`config.mk`:
```
export PLATFORM = sky130hd
export DESIGN_NAME = sqrt_arbiter
export DESIGN_NICKNAME = d
export VERILOG_FILES = /design/src/rtl/sqrt_arbiter.sv
export SDC_FILE = /design/constraint.sdc
export NUM_CORES = 1
export LEC_CHECK = 0
export CORE_MARGIN = 2
export CORE_UTILIZATION = 25
export DETAILED_ROUTE_END_ITERATION = 12
export GPL_TIMING_DRIVEN = 0
export SLEW_MARGIN = 25
export SYNTH_ARGS = -nofsm -noshare
export SYNTH_HDL_FRONTEND = slang
export SYNTH_SLANG_ARGS = --single-unit
export TNS_END_PERCENT = 100
```
`constraint.sdc`:
```
create_clock -name clk_i -period 3.8 [get_ports clk_i]
set_input_delay 0.95 -clock clk_i [delete_from_list [all_inputs] [get_ports clk_i]]
set_output_delay 0.95 -clock clk_i [all_outputs]
set_load 0.005 [all_outputs]
```
`src/rtl/sqrt_arbiter.sv`:
```
// Round-robin arbiter sharing one bit-serial 8-bit integer square-root core between NUM_REQ requesters.
// Optional remainder output rsp_rem_o when SQRT_ARB_REMAINDER_EN is defined.

module sqrt_arbiter_core (
  input  logic       clk_i,
  input  logic       rst_ni,
  input  logic       clr_i,
  input  logic [7:0] x_i,
  output logic [3:0] root_o
);
  logic [3:0] root_q, root_d;
  logic [3:0] bit_q, bit_d;
  logic [3:0] trial;
  logic [7:0] trial_sq;

  // One root bit per clock, MSB first: keep the trial bit if its square still fits.
  always_comb begin
    trial    = root_q | bit_q;
    trial_sq = {4'b0, trial} * {4'b0, trial};
    root_d   = root_q;
    bit_d    = bit_q;
    if (clr_i) begin
      root_d = '0;
      bit_d  = 4'b1000;
    end else if (bit_q != 4'b0) begin
      if (trial_sq <= x_i) root_d = trial;
      bit_d = bit_q >> 1;
    end
  end

  always_ff @(posedge clk_i or negedge rst_ni) begin
    if (!rst_ni) begin
      root_q <= '0;
      bit_q  <= 4'b1000;
    end else begin
      root_q <= root_d;
      bit_q  <= bit_d;
    end
  end

  assign root_o = root_q;
endmodule

module sqrt_arbiter #(
  parameter int NUM_REQ      = 4,
  parameter int CORE_LATENCY = 4,
  parameter int ID_W         = $clog2(NUM_REQ)
) (
  input  logic                 clk_i,
  input  logic                 rst_i,
  input  logic [NUM_REQ-1:0]   req_valid_i,
  output logic [NUM_REQ-1:0]   req_ready_o,
  input  logic [8*NUM_REQ-1:0] req_x_i,
  output logic                 rsp_valid_o,
  input  logic                 rsp_ready_i,
  output logic [3:0]           rsp_result_o,
  output logic [ID_W-1:0]      rsp_id_o,
`ifdef SQRT_ARB_REMAINDER_EN
  output logic [4:0]           rsp_rem_o,
`endif
  output logic                 busy_o
);
  localparam int CNT_W = $clog2(CORE_LATENCY + 1);

  typedef enum logic [2:0] {IDLE, LAUNCH, RUN, CAPTURE, RESP} state_t;

  state_t            state_q, state_d;
  logic [ID_W-1:0]   rr_q, rr_d;
  logic [ID_W-1:0]   id_q, id_d;
  logic [7:0]        x_q, x_d;
  logic [CNT_W-1:0]  cnt_q, cnt_d;
  logic              rsp_valid_q, rsp_valid_d;
  logic [3:0]        rsp_result_q, rsp_result_d;
  logic [ID_W-1:0]   rsp_id_q, rsp_id_d;
`ifdef SQRT_ARB_REMAINDER_EN
  logic [4:0]        rsp_rem_q, rsp_rem_d;
`endif

  logic              grant_vld;
  logic [ID_W-1:0]   grant_id;
  logic [ID_W:0]     cand;
  logic              core_clr;
  logic [3:0]        core_root;

  // The core only runs in RUN; everywhere else it sits cleared, ready for the next operand.
  assign core_clr = (state_q != RUN);

  sqrt_arbiter_core u_core (
    .clk_i  (clk_i),
    .rst_ni (rst_i),
    .clr_i  (core_clr),
    .x_i    (x_q),
    .root_o (core_root)
  );

  // First valid requester strictly after the round-robin pointer, wrapping.
  always_comb begin
    grant_vld = 1'b0;
    grant_id  = '0;
    cand      = '0;
    for (int i = 1; i <= NUM_REQ; i++) begin
      cand = {1'b0, rr_q} + (ID_W+1)'(i);
      if (cand >= (ID_W+1)'(NUM_REQ)) cand = cand - (ID_W+1)'(NUM_REQ);
      if (!grant_vld && req_valid_i[cand[ID_W-1:0]]) begin
        grant_vld = 1'b1;
        grant_id  = cand[ID_W-1:0];
      end
    end
  end

  always_comb begin
    req_ready_o = '0;
    if (state_q == IDLE && grant_vld && rst_i) req_ready_o[grant_id] = 1'b1;
  end

  always_comb begin
    state_d      = state_q;
    rr_d         = rr_q;
    id_d         = id_q;
    x_d          = x_q;
    cnt_d        = cnt_q;
    rsp_valid_d  = rsp_valid_q;
    rsp_result_d = rsp_result_q;
    rsp_id_d     = rsp_id_q;
`ifdef SQRT_ARB_REMAINDER_EN
    rsp_rem_d    = rsp_rem_q;
`endif
    case (state_q)
      IDLE: begin
        if (grant_vld) begin
          x_d     = req_x_i[grant_id*8 +: 8];
          id_d    = grant_id;
          rr_d    = grant_id;
          state_d = LAUNCH;
        end
      end
      LAUNCH: begin
        cnt_d   = '0;
        state_d = RUN;
      end
      RUN: begin
        cnt_d = cnt_q + CNT_W'(1);
        if (cnt_q == CNT_W'(CORE_LATENCY - 1)) state_d = CAPTURE;
      end
      CAPTURE: begin
        rsp_result_d = core_root;
        rsp_id_d     = id_q;
        rsp_valid_d  = 1'b1;
`ifdef SQRT_ARB_REMAINDER_EN
        rsp_rem_d    = 5'(x_q - {4'b0, core_root} * {4'b0, core_root});
`endif
        state_d      = RESP;
      end
      RESP: begin
        if (rsp_ready_i) begin
          rsp_valid_d = 1'b0;
          state_d     = IDLE;
        end
      end
      default: state_d = IDLE;
    endcase
  end

  always_ff @(posedge clk_i or negedge rst_i) begin
    if (!rst_i) begin
      state_q      <= IDLE;
      rr_q         <= ID_W'(NUM_REQ - 1);
      id_q         <= '0;
      x_q          <= '0;
      cnt_q        <= '0;
      rsp_valid_q  <= 1'b0;
      rsp_result_q <= '0;
      rsp_id_q     <= '0;
`ifdef SQRT_ARB_REMAINDER_EN
      rsp_rem_q    <= '0;
`endif
    end else begin
      state_q      <= state_d;
      rr_q         <= rr_d;
      id_q         <= id_d;
      x_q          <= x_d;
      cnt_q        <= cnt_d;
      rsp_valid_q  <= rsp_valid_d;
      rsp_result_q <= rsp_result_d;
      rsp_id_q     <= rsp_id_d;
`ifdef SQRT_ARB_REMAINDER_EN
      rsp_rem_q    <= rsp_rem_d;
`endif
    end
  end

  assign rsp_valid_o  = rsp_valid_q;
  assign rsp_result_o = rsp_result_q;
  assign rsp_id_o     = rsp_id_q;
`ifdef SQRT_ARB_REMAINDER_EN
  assign rsp_rem_o    = rsp_rem_q;
`endif
  assign busy_o       = (state_q != IDLE);
endmodule
```
==> results.py <==
metrics = {
    "outcome": {
        "status": "finished clean",
    },
    "setup_path": {
        "worstPathArrival_ps": 2760,
        "crit_path_max_fanout": 9,
        "reg2reg_depth": 12,
        "crit_path_start_kind": "input pin",
        "critPathKind": "in -> out",
        "r2r_setup_slack_ps": 530,
        "r2r_start": "u_core.root_o[0]",
        "end_kind": "output pin",
        "worstReg2RegEnd": "u_core.root_o[2]",
        "required_ps": 2850,
    },
    "clock_network": {
        "cts-buffers-inserted": 5,
        "clock-sinks": 33,
        "h-tree-depth": 2,
        "clock-root-buffer": "clkbuf_8",
        "clock_latency_ps": 280,
        "cts_tree": "yes",
        "clockBufferDepth": 2,
        "cts.clk_slew.worst_paths_ps": 70,
    },
    "pwr": {
        "p_switching_w": 0.0007934,
        "seqPwrFrac": 0.299,
        "leakagePower_nw": 1.293,
        "p_sw_frac": 0.4000,
        "comb_power_share": 0.557,
        "powerDensity_mw_per_mm2": 671.5,
        "p_clk_frac": 0.144,
        "p_int_w": 0.001190,
        "vdd_drop_max_mv": 0.3089,
    },
    "global_routing": {
        "grt_max_degree": 19,
        "antenna_found_initial": 0,
        "grt_pass1_vias": 1880,
        "grt_usage": 0.1178,
        "grt_pass1_wl_microns": 9163,
        "grt-ovfl-total": 0,
    },
    "placed_design": {
        "pre_cts_slack_ps": -337.0,
        "place.detailed.hpwl_microns": 4322,
        "portBuffers": 49,
        "gp_congestion": 0.8054,
    },
    "detailed_routing": {
        "drt_iter0_markers": 48,
        "vias": 1908,
        "post_drt_wl_per_cell_microns": 13.98,
        "ant_nets": 0,
        "vias_per_cell": 4.892,
        "met1_length_microns": 2730,
        "wl_met2_microns": 2523,
        "routed.top_layer": "met4",
        "wl_microns": 5451,
        "wl_met3_microns": 139,
        "first_pass_iters": 4,
        "drc": 0,
    },
    "final_layout": {
        "layout-drive-gt1-share": 0.1649,
        "final_cell_mix": "clkdlybuf4s50_1 (46), dfrtp_1 (30), nor2_1 (24)",
        "fillers": 840,
        "finalNetCount": 336,
        "synthToLayoutAreaGrowth_pct": 36.87,
        "final_util": 0.3559,
        "final_common_cell": "clkdlybuf4s50_1",
        "diodes": 0,
    },
    "worst_hold_path": {
        "worstHoldStart": "rsp_id_o[1]",
        "hold_end": "rsp_id_o[1]",
        "hold_depth": 1,
        "hold_path.class": "reg -> reg",
    },
    "timing": {
        "final_hold_viol_count": 0,
        "drv_slew": 0,
        "layout_setup_ws_ps": 94.28,
        "period_share": 0.9752,
        "finalClockSkew_ps": 6.408,
        "slew_headroom": 0.5903,
        "max_freq_ghz": 0.2699,
        "tightest_slew_ps": 608.1,
        "finalSetupViolations": 0,
        "rsz0062_at_grt": "true",
        "period_minus_slack_ps": 3706,
    },
    "synthesis": {
        "avgSynthCellArea_sq_um": 9.593,
        "synth-seq-area-share": 0.3843,
        "yosysWarnings": 0,
        "synth_area_sq_mm": 0.002158,
        "async_flop_share": 1.000,
        "ys.flop_type": "dfrtp_1",
        "synth_area_leaders": "dfrtp_1 (35%), ha_1 (7.0%), nor2_1 (4.3%)",
        "synth_top_area_cell": "dfrtp_1",
        "synth_edf_count": 0,
        "synth_top_cell_area_share": 0.3478,
        "synth_nets": 277,
        "syn_inst": 225,
        "ys_seq_elements": 33,
        "yosysUniqueCellTypes": 49,
    },
    "floorplan": {
        "die_h_microns": 96.92,
        "rows": 33,
        "dieWidth_microns": 96.92,
        "die_area_sq_mm": 0.009393,
        "core-area_sq_mm": 0.008299,
        "start_util": 0.2601,
        "io_pins": 51,
    },
    "flow_run": {
        "maxCapViolCount": 0,
    },
}
stage by stage:
stage	hold WS [ps]	cell area [sq um]	TNS, ps	instances	total power [W]
CTS	513.8	2952	0	390	0.002005
floorplan	444.9	2158	0	225	0.001330
finish	508.5	2954	0	390	0.001984
global placement	482.6	2780	-3172	379	0.001650
detailed placement	494.7	2803	-1260	380	0.001674
global route	531.2	2954	-17.93	390	0.002172
per-layer routing:
metal  vias to the layer above  track usage
met1                       905       0.1644
met3                         7      0.02095
met5                         -            0
met4                         0      0.03142
li1                        964            -
met2                        32       0.1880
worst max path at each step:
stage,slack [ps],cells past startpoint,from,to
2_1_floorplan,930,6,req_valid_i[1],req_ready_o[3]
3_3_place_gp,-820,4,rst_i,req_ready_o[0]
5_1_grt,-10,6,req_valid_i[2],req_ready_o[0]
4_1_cts,20,6,req_valid_i[3],req_ready_o[2]
3_5_place_dp,-340,6,req_valid_i[3],req_ready_o[0]
6_report,90,5,req_valid_i[2],req_ready_o[2]
logic make-up (layout without fill, tap and decap cells):
logic type	after synthesis	after routing	synth area share
XOR/XNOR	4	4	0.01623
adder cells (fa/ha/maj)	13	13	0.07884
multiplexers	7	7	0.03594
AO/OA/AOI/OAI	73	73	0.2493
AND/OR/NAND/NOR	76	76	0.1826
flip-flops	33	33	0.3843
buffers and inverters	19	79	0.05275
power by group through the flow:
stage	Clock [W]	Combinational [W]	Sequential, W
4_1_cts	0.000296	0.00111	0.000594
2_1_floorplan	0	0.000751	0.000578
3_5_place_dp	0	0.00107	0.000600
6_report	0.000285	0.00110	0.000593
3_3_place_gp	0	0.00105	0.000595
5_1_grt	0.000311	0.00125	0.000610
final cells by class:
type / count / area (sq um) / share of cell area
multi-input cells: 173 / 1256 / 0.4252
flip-flops and latches: 33 / 829.5 / 0.2808
repair buffers: 52 / 521.8 / 0.1766
well taps: 105 / 131.4 / 0.04447
clock buffers: 7 / 96.34 / 0.03261
plain buffers: 8 / 72.57 / 0.02457
inverters: 11 / 41.29 / 0.01398
clock inverters: 1 / 5.005 / 0.001694
synth_stat cells, types with 3 or more instances:
cell type  instances
nand2_1           12
nor2b_1            3
a211oi_1           7
nor2_1            25
a21boi_0           5
o31ai_1            5
dfstp_2            3
ha_1              12
inv_1             11
nand4_1            6
o21a_1             3
a221oi_1           5
nor4_1             3
a2111oi_0          5
buf_6              5
nor3_1            11
mux2_2             6
a21oi_1           13
a22oi_1            3
a21o_1             8
and3_1             4
o21ai_0            7
dfrtp_1           30
critical path, cell delays in order:
cell and delay [ps]:
clkdlybuf4s50_1 600, a21o_2 260, nand3_4 160, nor3_1 240
clkdlybuf4s50_1 540
sequential cells by signal (all words and copies together), names as in the netlist:
signal         flops
rsp_result_o       4
x_q                8
cnt_q              3
u_core.root_o      4
rsp_valid_o        1
rsp_id_o           2
rr_q               2
u_core.bit_q       4
id_q               2
state_q            3
what timing repair did:
action,CTS,global route
setup endpoints to repair,4,3
hold buffers,0,0
pin swaps,4,0
gates resized for setup,9,4
setup buffers,2,0
Power figures use the tool's default switching activity.
